`src/rtl/enable_register.sv`:
```
// Width-parameterised holding register with a synchronous load enable.
// It also provides a "loaded since reset" flag and a one-cycle "value changed" pulse.
module enable_register #(
  parameter int               width       = 12,
  parameter logic [width-1:0] reset_value = '0
) (
  input  logic             clk,
  input  logic             reset,
  input  logic [width-1:0] data,
  input  logic             write_enable,
  output logic [width-1:0] q,
  output logic             loaded,
  output logic             changed
);

  logic differs;

  // Compare against the held word so a same-value rewrite does not pulse changed.
  assign differs = (data != q);

  // Reset wins over write_enable. data is only looked at when a write is requested,
  // so an unknown value on data during a hold cannot reach q.
  always_ff @(posedge clk) begin
    if (reset) begin
      q       <= reset_value;
      loaded  <= 1'b0;
      changed <= 1'b0;
    end else if (write_enable) begin
      q       <= data;
      loaded  <= 1'b1;
      changed <= differs;
    end else begin
      changed <= 1'b0;
    end
  end

endmodule

```
`config.mk`:
```
export PLATFORM = sky130hd
export DESIGN_NAME = enable_register
export DESIGN_NICKNAME = d
export VERILOG_FILES = /design/src/rtl/enable_register.sv
export SDC_FILE = /design/constraint.sdc
export NUM_CORES = 1
export LEC_CHECK = 0
export BUFFER_PORTS_ARGS = -buffer_cell sky130_fd_sc_hd__buf_2
export CAP_MARGIN = 15
export CORE_MARGIN = 8
export CORE_UTILIZATION = 35
export DETAILED_ROUTE_END_ITERATION = 8
export HOLD_SLACK_MARGIN = 0.15
export PLACE_DENSITY = 0.66
export SYNTH_ARGS = -nofsm -noshare
export SYNTH_HDL_FRONTEND = slang
export SYNTH_SLANG_ARGS = --single-unit
```
`constraint.sdc`:
```
create_clock -name clk -period 1 [get_ports clk]
set_input_delay 0.2 -clock clk [delete_from_list [all_inputs] [get_ports clk]]
set_output_delay 0.2 -clock clk [all_outputs]
set_load 0.005 [all_outputs]
```
==> out/qor.yml, run 1 <==
synth:
  mappedNetlistNets: 75
  yosysTopAreaCellShare: 0.457
  synthMuxAreaShare: 0.196
  syn-cell-area_um2: 613
  yosysWarningCount: 0
  post-synth-top-area-cell: "dfxtp_1"
  seq_area_frac_synth: 0.457
  yosys_register_bits: 14
  synth-simple-area-share: 0.127
  dominant_combinational_cell_family_by_area_after_synthesis: "multiplexers"
  avgSynthCellArea_um2: 10.2
  post_synthesis_compound_gate_area_fraction: 0.0102
  yosys.area_share.adder: 0
  ys_top_cells_by_area: "dfxtp_1, mux2i_1, xor2_1, nor2_1, nor4_1"
  synth_xor_area_frac: 0.171
  synthesis.instances: 60
  synth.distinct_cells: 10
outcome:
  outcome: "complete, but fails checks"
  failed_checks: "negative setup slack"
timing:
  tightestPinTransition_ns: 0.261
  fin_skew_ns: 0.00401
  hold_violations: 0
  setup_viol: 3
  rsz_0062_raised_after_global_routing: "yes"
  drv_slew: 0
  worst_slew_margin_rel: 0.824
  layout_min_cycle_time_ns: 1.02
  finalCritPeriodShare: 1.02
  setup_slack_after_layout_ns: -0.0237
  clock.fmax_mhz: 977
clock_tree:
  htree_num_levels: 1
  clock-root-buffer: "clkbuf_4"
  clockBufferDepth: 2
  number_of_buffers_created_by_cts: 3
  cts_clk_pin_slew_worst_paths_ns: 0.08
  cts_num_sinks: 14
  clk-insertion-delay-late_ns: 0.27
  post_cts.repair.setup_buffers: 0
  cts_tree: "yes"
die:
  initial_utilization: 0.363
  die_h_um: 57.9
  standard_cell_core_area_um2: 1690
  num_io_pins: 29
  placementRows: 15
  die_area_um2: 3350
  floorplan.die.width_um: 57.9
setup_path:
  cp_data_arrival_time_ns: 0.82
  cpMaxStageDelayCell: "dfxtp_2"
  crit_type: "reg -> out"
  worst_ep_required_time_ns: 0.80
  crit_path_max_fo: 2
  timing.critical_path.cells: "buf_6, buf_6"
  worst_path_most_repeated_cell: "buf_6"
  setup.worst_path.start_class: "flop"
  worst_path_largest_cell_delay_ns: 0.34
  worstSetupEndpointType: "primary output"
power:
  p_total_mw: 1.24
  vdd_drop_max_v: 0.000590
  power_per_unit_of_standard_cell_area_nw_per_um2: 1410
  static-leakage-power_nw: 0.463
placed_design:
  numPortBuffers: 28
  placed_area_um2: 801
  dpl.hpwl_mm: 1.10
  gp_congestion: 0.729
  detailedPlace.worstSlack_ns: -0.101
grt:
  grt_start_max_net_pins: 15
  global_route_wire_length_before_repair_mm: 2.08
  first_global_vias: 477
  global_route.usage.total: 0.0787
  grt-ovfl-total: 0
  number_of_antenna_violations_at_the_first_check_in_global_routing: 0
final_layout:
  post-route-util: 0.522
  fill_cell_instance_count_of_the_final_layout: 169
  regArea_um2: 294
  multi_input_comb_area_um2: 323
  syn2layout_area_growth_pct: 43.9
  stdcell_area_um2: 882
  drive_gt1_frac: 0.522
  finalNetCount: 108
  diodes: 0
route:
  num_vias: 524
  dr.first_iter.drc_count: 5
  antenna_left: 0
  wirelength_mm: 1.39
  drt-vias-per-instance: 4.81
  detailedRoute.firstPassIterationCount: 4
  drt_drc_violations_left: 0
  wl_per_cell_um: 12.8
worst_hold_path:
  min_path_type: "in -> reg"
flow_run:
  cap_viol_max_count: 0
-- critical path, delay by kind of cell (launching register included) --
kind                   cells  cell delay (ns)
buffers and inverters      2             0.21
DFF                        1             0.34
-- logic make-up (layout without fill, tap and decap cells) --
| logic type | Yosys count | after routing |
|---|---|---|
| simple gates | 18 | 18 |
| compound gates | 1 | 1 |
| buf+inv | 3 | 35 |
| mux | 12 | 12 |
| xor+xnor | 12 | 12 |
| flops | 14 | 14 |
-- state kept, by name (all words and copies together) (netlist names) --
register	flops
loaded	1
changed	1
q	12
-- cells in the final DEF, fill, tap and decap left out --
cell type / instances
xor2_1: 11
buf_2: 24
clkbuf_8: 1
a31oi_1: 1
dfxtp_1: 3
xor2_2: 1
dfxtp_2: 11
nor4_1: 2
mux2i_1: 12
clkbuf_4: 3
nor2_1: 14
nor4_2: 1
buf_12: 1
buf_6: 6
nand2b_1: 1
-- path summary, 6_finish.rpt --
path              startpoint      end  slack [ns]  depth (start not counted)
hold reg to reg       loaded   loaded        0.47                          2
hold / removal       data[5]     q[5]        0.18                          3
setup / recovery        q[7]     q[7]       -0.02                          2
setup reg to reg        q[0]  changed       -0.02                          3
-- Yosys cell counts --
cell type	n
nor4_1	3
nand2b_1	1
nor2_1	14
dfxtp_1	14
mux2i_1	12
xor2_1	12
buf_4	1
buf_6	1
a31oi_1	1
buf_2	1
-- timing repair --
action / 4_1_cts / 5_1_grt
resized for setup: 11 / 8
pin swaps: 3 / 2
hold buffers: 0 / 0
setup endpoints to repair: 5 / 10
cloned: 0 / 0
-- metrics by stage --
stage | hold slack (ns) | setup TNS [ns] | std cells
2_1_floorplan | 0.272 | 0 | 60
3_3_place_gp | 0.443 | -0.0668 | 107
3_5_place_dp | 0.459 | -0.101 | 107
4_1_cts | 0.179 | -0.132 | 109
5_1_grt | 0.187 | -0.178 | 109
6_report | 0.184 | -0.0668 | 109
-- area by class of cell --
class                           instances  area share
Timing Repair Buffer                   31       0.235
Tap cell                               17      0.0241
Clock buffer                            4      0.0411
Multi-Input combinational cell         43       0.366
Sequential cell                        14       0.333
-- report_power, final --
part           switching, mW  total, mW  internal (mW)
Sequential            0.0275      0.624          0.597
Clock                  0.175      0.396          0.221
Combinational         0.0964      0.219          0.123
Total                  0.299       1.24          0.941
-- routing by layer --
metal | vias to the layer above | GRT usage | wire length [µm]
li1 | 261 | - | -
met1 | 239 | 0.0852 | 593
met2 | 20 | 0.115 | 604
met3 | 4 | 0.0375 | 156
met4 | 0 | 0.0629 | 38
met5 | - | 0 | 0
Note: power is estimated with default switching activity, not from simulation.
==> inputs of run 2 (changes only) <==
--- a/config.mk
+++ b/config.mk
@@ -7,7 +7,7 @@
 export LEC_CHECK = 0
 export BUFFER_PORTS_ARGS = -buffer_cell sky130_fd_sc_hd__buf_2
 export CAP_MARGIN = 15
-export CORE_MARGIN = 8
+export CORE_MARGIN = 2
 export CORE_UTILIZATION = 35
 export DETAILED_ROUTE_END_ITERATION = 8
 export HOLD_SLACK_MARGIN = 0.15
==> out/qor.yml, run 2 (same netlist as run 1, synthesis figures left out) <==
clock_tree:
  cts_tree: "yes"
  cts_num_sinks: 14  # unchanged
  number_of_buffers_created_by_cts: 3  # unchanged
  htree_num_levels: 1  # unchanged
  cts_clk_pin_slew_worst_paths_ns: 0.09  # about the same
  clockBufferDepth: 2  # unchanged
  clk-insertion-delay-late_ns: 0.28  # about the same
  postCtsHoldBufs: 0  # unchanged
  clock-root-buffer: "clkbuf_4"
die:
  standard_cell_core_area_um2: 1690  # unchanged
  die_area_um2: 2100  # -37%
  die_h_um: 45.9  # -21%
  placementRows: 15  # unchanged
  num_io_pins: 29  # unchanged
  floorplan.die.width_um: 45.9  # -21%
  initial_utilization: 0.363  # unchanged
power:
  static-leakage-power_nw: 0.462  # -0.23%
  seq_power_share: 0.498  # -0.005
  pwr-share-comb: 0.175  # -0.002
  swShare: 0.246  # +0.00517
  power_switching_mw: 0.307  # +2.8%
  power.internal_mw: 0.941  # about the same
  clkPwrFrac: 0.326  # +0.006
  power_per_unit_of_standard_cell_area_nw_per_um2: 1420  # +0.81%
  vdd_drop_max_v: 0.000671  # +14%
grt:
  global_route_wire_length_before_repair_mm: 1.73  # -17%
  grt_start_max_net_pins: 15  # unchanged
  number_of_antenna_violations_at_the_first_check_in_global_routing: 0  # unchanged
  grt-busiest-layer: "met2"
  first_global_vias: 474  # -0.63%
  grt.met2_usage: 0.208  # +0.0937
  grt-ovfl-total: 0  # unchanged
  global_route.usage.met3: 0.0159  # -0.0217
  groute.layer.met1.usage: 0.118  # +0.0325
  global_route.usage.total: 0.118  # +0.0392
timing:
  setup_viol: 3  # unchanged
  worst_slew_margin_rel: 0.841  # +0.0172
  clock.fmax_mhz: 971  # -0.58%
  setup_slack_after_layout_ns: -0.0296  # -0.00597 ns
  tightestPinTransition_ns: 0.236  # -0.0254 ns
  hold_violations: 0  # unchanged
  rsz_0062_raised_after_global_routing: "yes"
  fin_skew_ns: 0.00357  # -0.000439 ns
  layout_min_cycle_time_ns: 1.03  # +0.00597 ns
  fin_setup_tns_ns: -0.0698  # -0.00293 ns
  finalCritPeriodShare: 1.03  # +0.00597
  drv_slew: 0  # unchanged
setup_path:
  crit_type: "reg -> out"
  cp_data_arrival_time_ns: 0.83  # about the same
  crit_path_max_fo: 2  # unchanged
  timing.critical_path.cells: "buf_6, buf_6"
  worstSetupStartpoint: "q[1]"
  r2r_start: "q[0]"
  cpMaxStageDelayCell: "dfxtp_2"
  critical-path-top-delay-family: "flip-flops"
  worst_path_largest_cell_delay_ns: 0.34  # about the same
  setup.worst_path.start_class: "flop"
  worstSetupEndpointType: "primary output"
  worst_path_most_repeated_cell: "buf_6"
  path_buf_inv: 2  # unchanged
  worst_ep_required_time_ns: 0.80  # about the same
route:
  wirelength_mm: 1.19  # -15%
  detailedRoute.firstPassIterationCount: 4  # unchanged
  num_vias: 519  # -0.95%
  dr.first_iter.drc_count: 3  # -2
  antenna_left: 0  # unchanged
  wl_per_cell_um: 10.9  # -15%
  drt-vias-per-instance: 4.76  # -0.95%
  drt_drc_violations_left: 0  # unchanged
final_layout:
  diodes: 0  # unchanged
  drive_gt1_frac: 0.522  # unchanged
  commonest_non_fill_non_tap_cells_in_the_layout: "buf_2, nor2_1, mux2i_1, xor2_1, dfxtp_2"
  top_reg_by_flops: "q"
  fill_cell_instance_count_of_the_final_layout: 167  # -1.2%
  layout.cells.most_common: "buf_2"
  layout_top_registers: "q x12, changed x1, loaded x1"
  finalNetCount: 108  # unchanged
  syn2layout_area_growth_pct: 43.7
  flip_flop_count_of_the_largest_register_all_copies_and_words_added: 12  # unchanged
  stdcell_area_um2: 881  # -0.14%
outcome:
  outcome: "complete, but fails checks"
  failed_checks: "negative setup slack"
placed_design:
  numPortBuffers: 28  # unchanged
  dpl.hpwl_um: 863  # -21%
  placed_area_um2: 801  # unchanged
  gp_congestion: 0.622  # -15%
worst_hold_path:
  min_path_type: "in -> reg"
  hold_path_startpoint: "data[1]"
flow_run:
  cap_viol_max_count: 0  # unchanged
-- run 2: path summary, 6_finish.rpt --
path	end	slack [ns]	cells after the start
max	q[1]	-0.03	2
min	q[1]	0.17	3
max reg2reg	changed	-0.01	3
min reg2reg	loaded	0.47	2
-- run 2: per-stage QoR --
stage / instances / hold slack [ns] / utilization / setup WS, ns / power [mW]
global placement: 107 / 0.445 / 0.474 / -0.0587 / 0.829
CTS: 109 / 0.170 / 0.513 / -0.0525 / 1.26
floorplan: 60 / 0.272 / - / 0.0467 / 0.734
global route: 109 / 0.188 / 0.521 / -0.0806 / 1.31
detailed placement: 107 / 0.455 / 0.474 / -0.0816 / 0.833
finish: 109 / 0.174 / 0.521 / -0.0296 / 1.25
-- run 2: per-layer routing --
| layer | vias up | routed length [µm] | share of wire |
|---|---|---|---|
| met1 | 236 | 500 | 0.42 |
| li1 | 263 | - | - |
| met4 | 0 | 17 | 0.014 |
| met3 | 2 | 71 | 0.060 |
| met2 | 18 | 600 | 0.50 |
| met5 | - | 0 | 0 |
-- run 2: power groups by stage --
stage | Sequential, mW | Combinational (mW) | Clock (mW)
after CTS | 0.619 | 0.218 | 0.427
after detailed placement | 0.627 | 0.206 | 0
after global routing | 0.627 | 0.243 | 0.442
after global placement | 0.626 | 0.203 | 0
after floorplan | 0.632 | 0.102 | 0
final | 0.622 | 0.219 | 0.407
-- run 2: final cells by class --
class                      instances  area [µm²]  area share
clock buffer                       4        36.3      0.0412
multi-input combinational         43         322       0.365
sequential                        14         294       0.334
tap                               17        21.3      0.0241
timing repair buffer              31         208       0.236
-- run 2: worst register-to-register path, delay by kind of cell, from the launching register on --
family | cells | cell delay, ns
simple gates | 1 | 0.30
flops | 1 | 0.33
compound gates | 1 | 0.11
xor+xnor | 1 | 0.17
-- run 2: repair_timing --
action,CTS,global route
buffers inserted,0,0
pin swaps,2,5
endpoints found under the setup margin,5,10
gates resized for setup,11,8
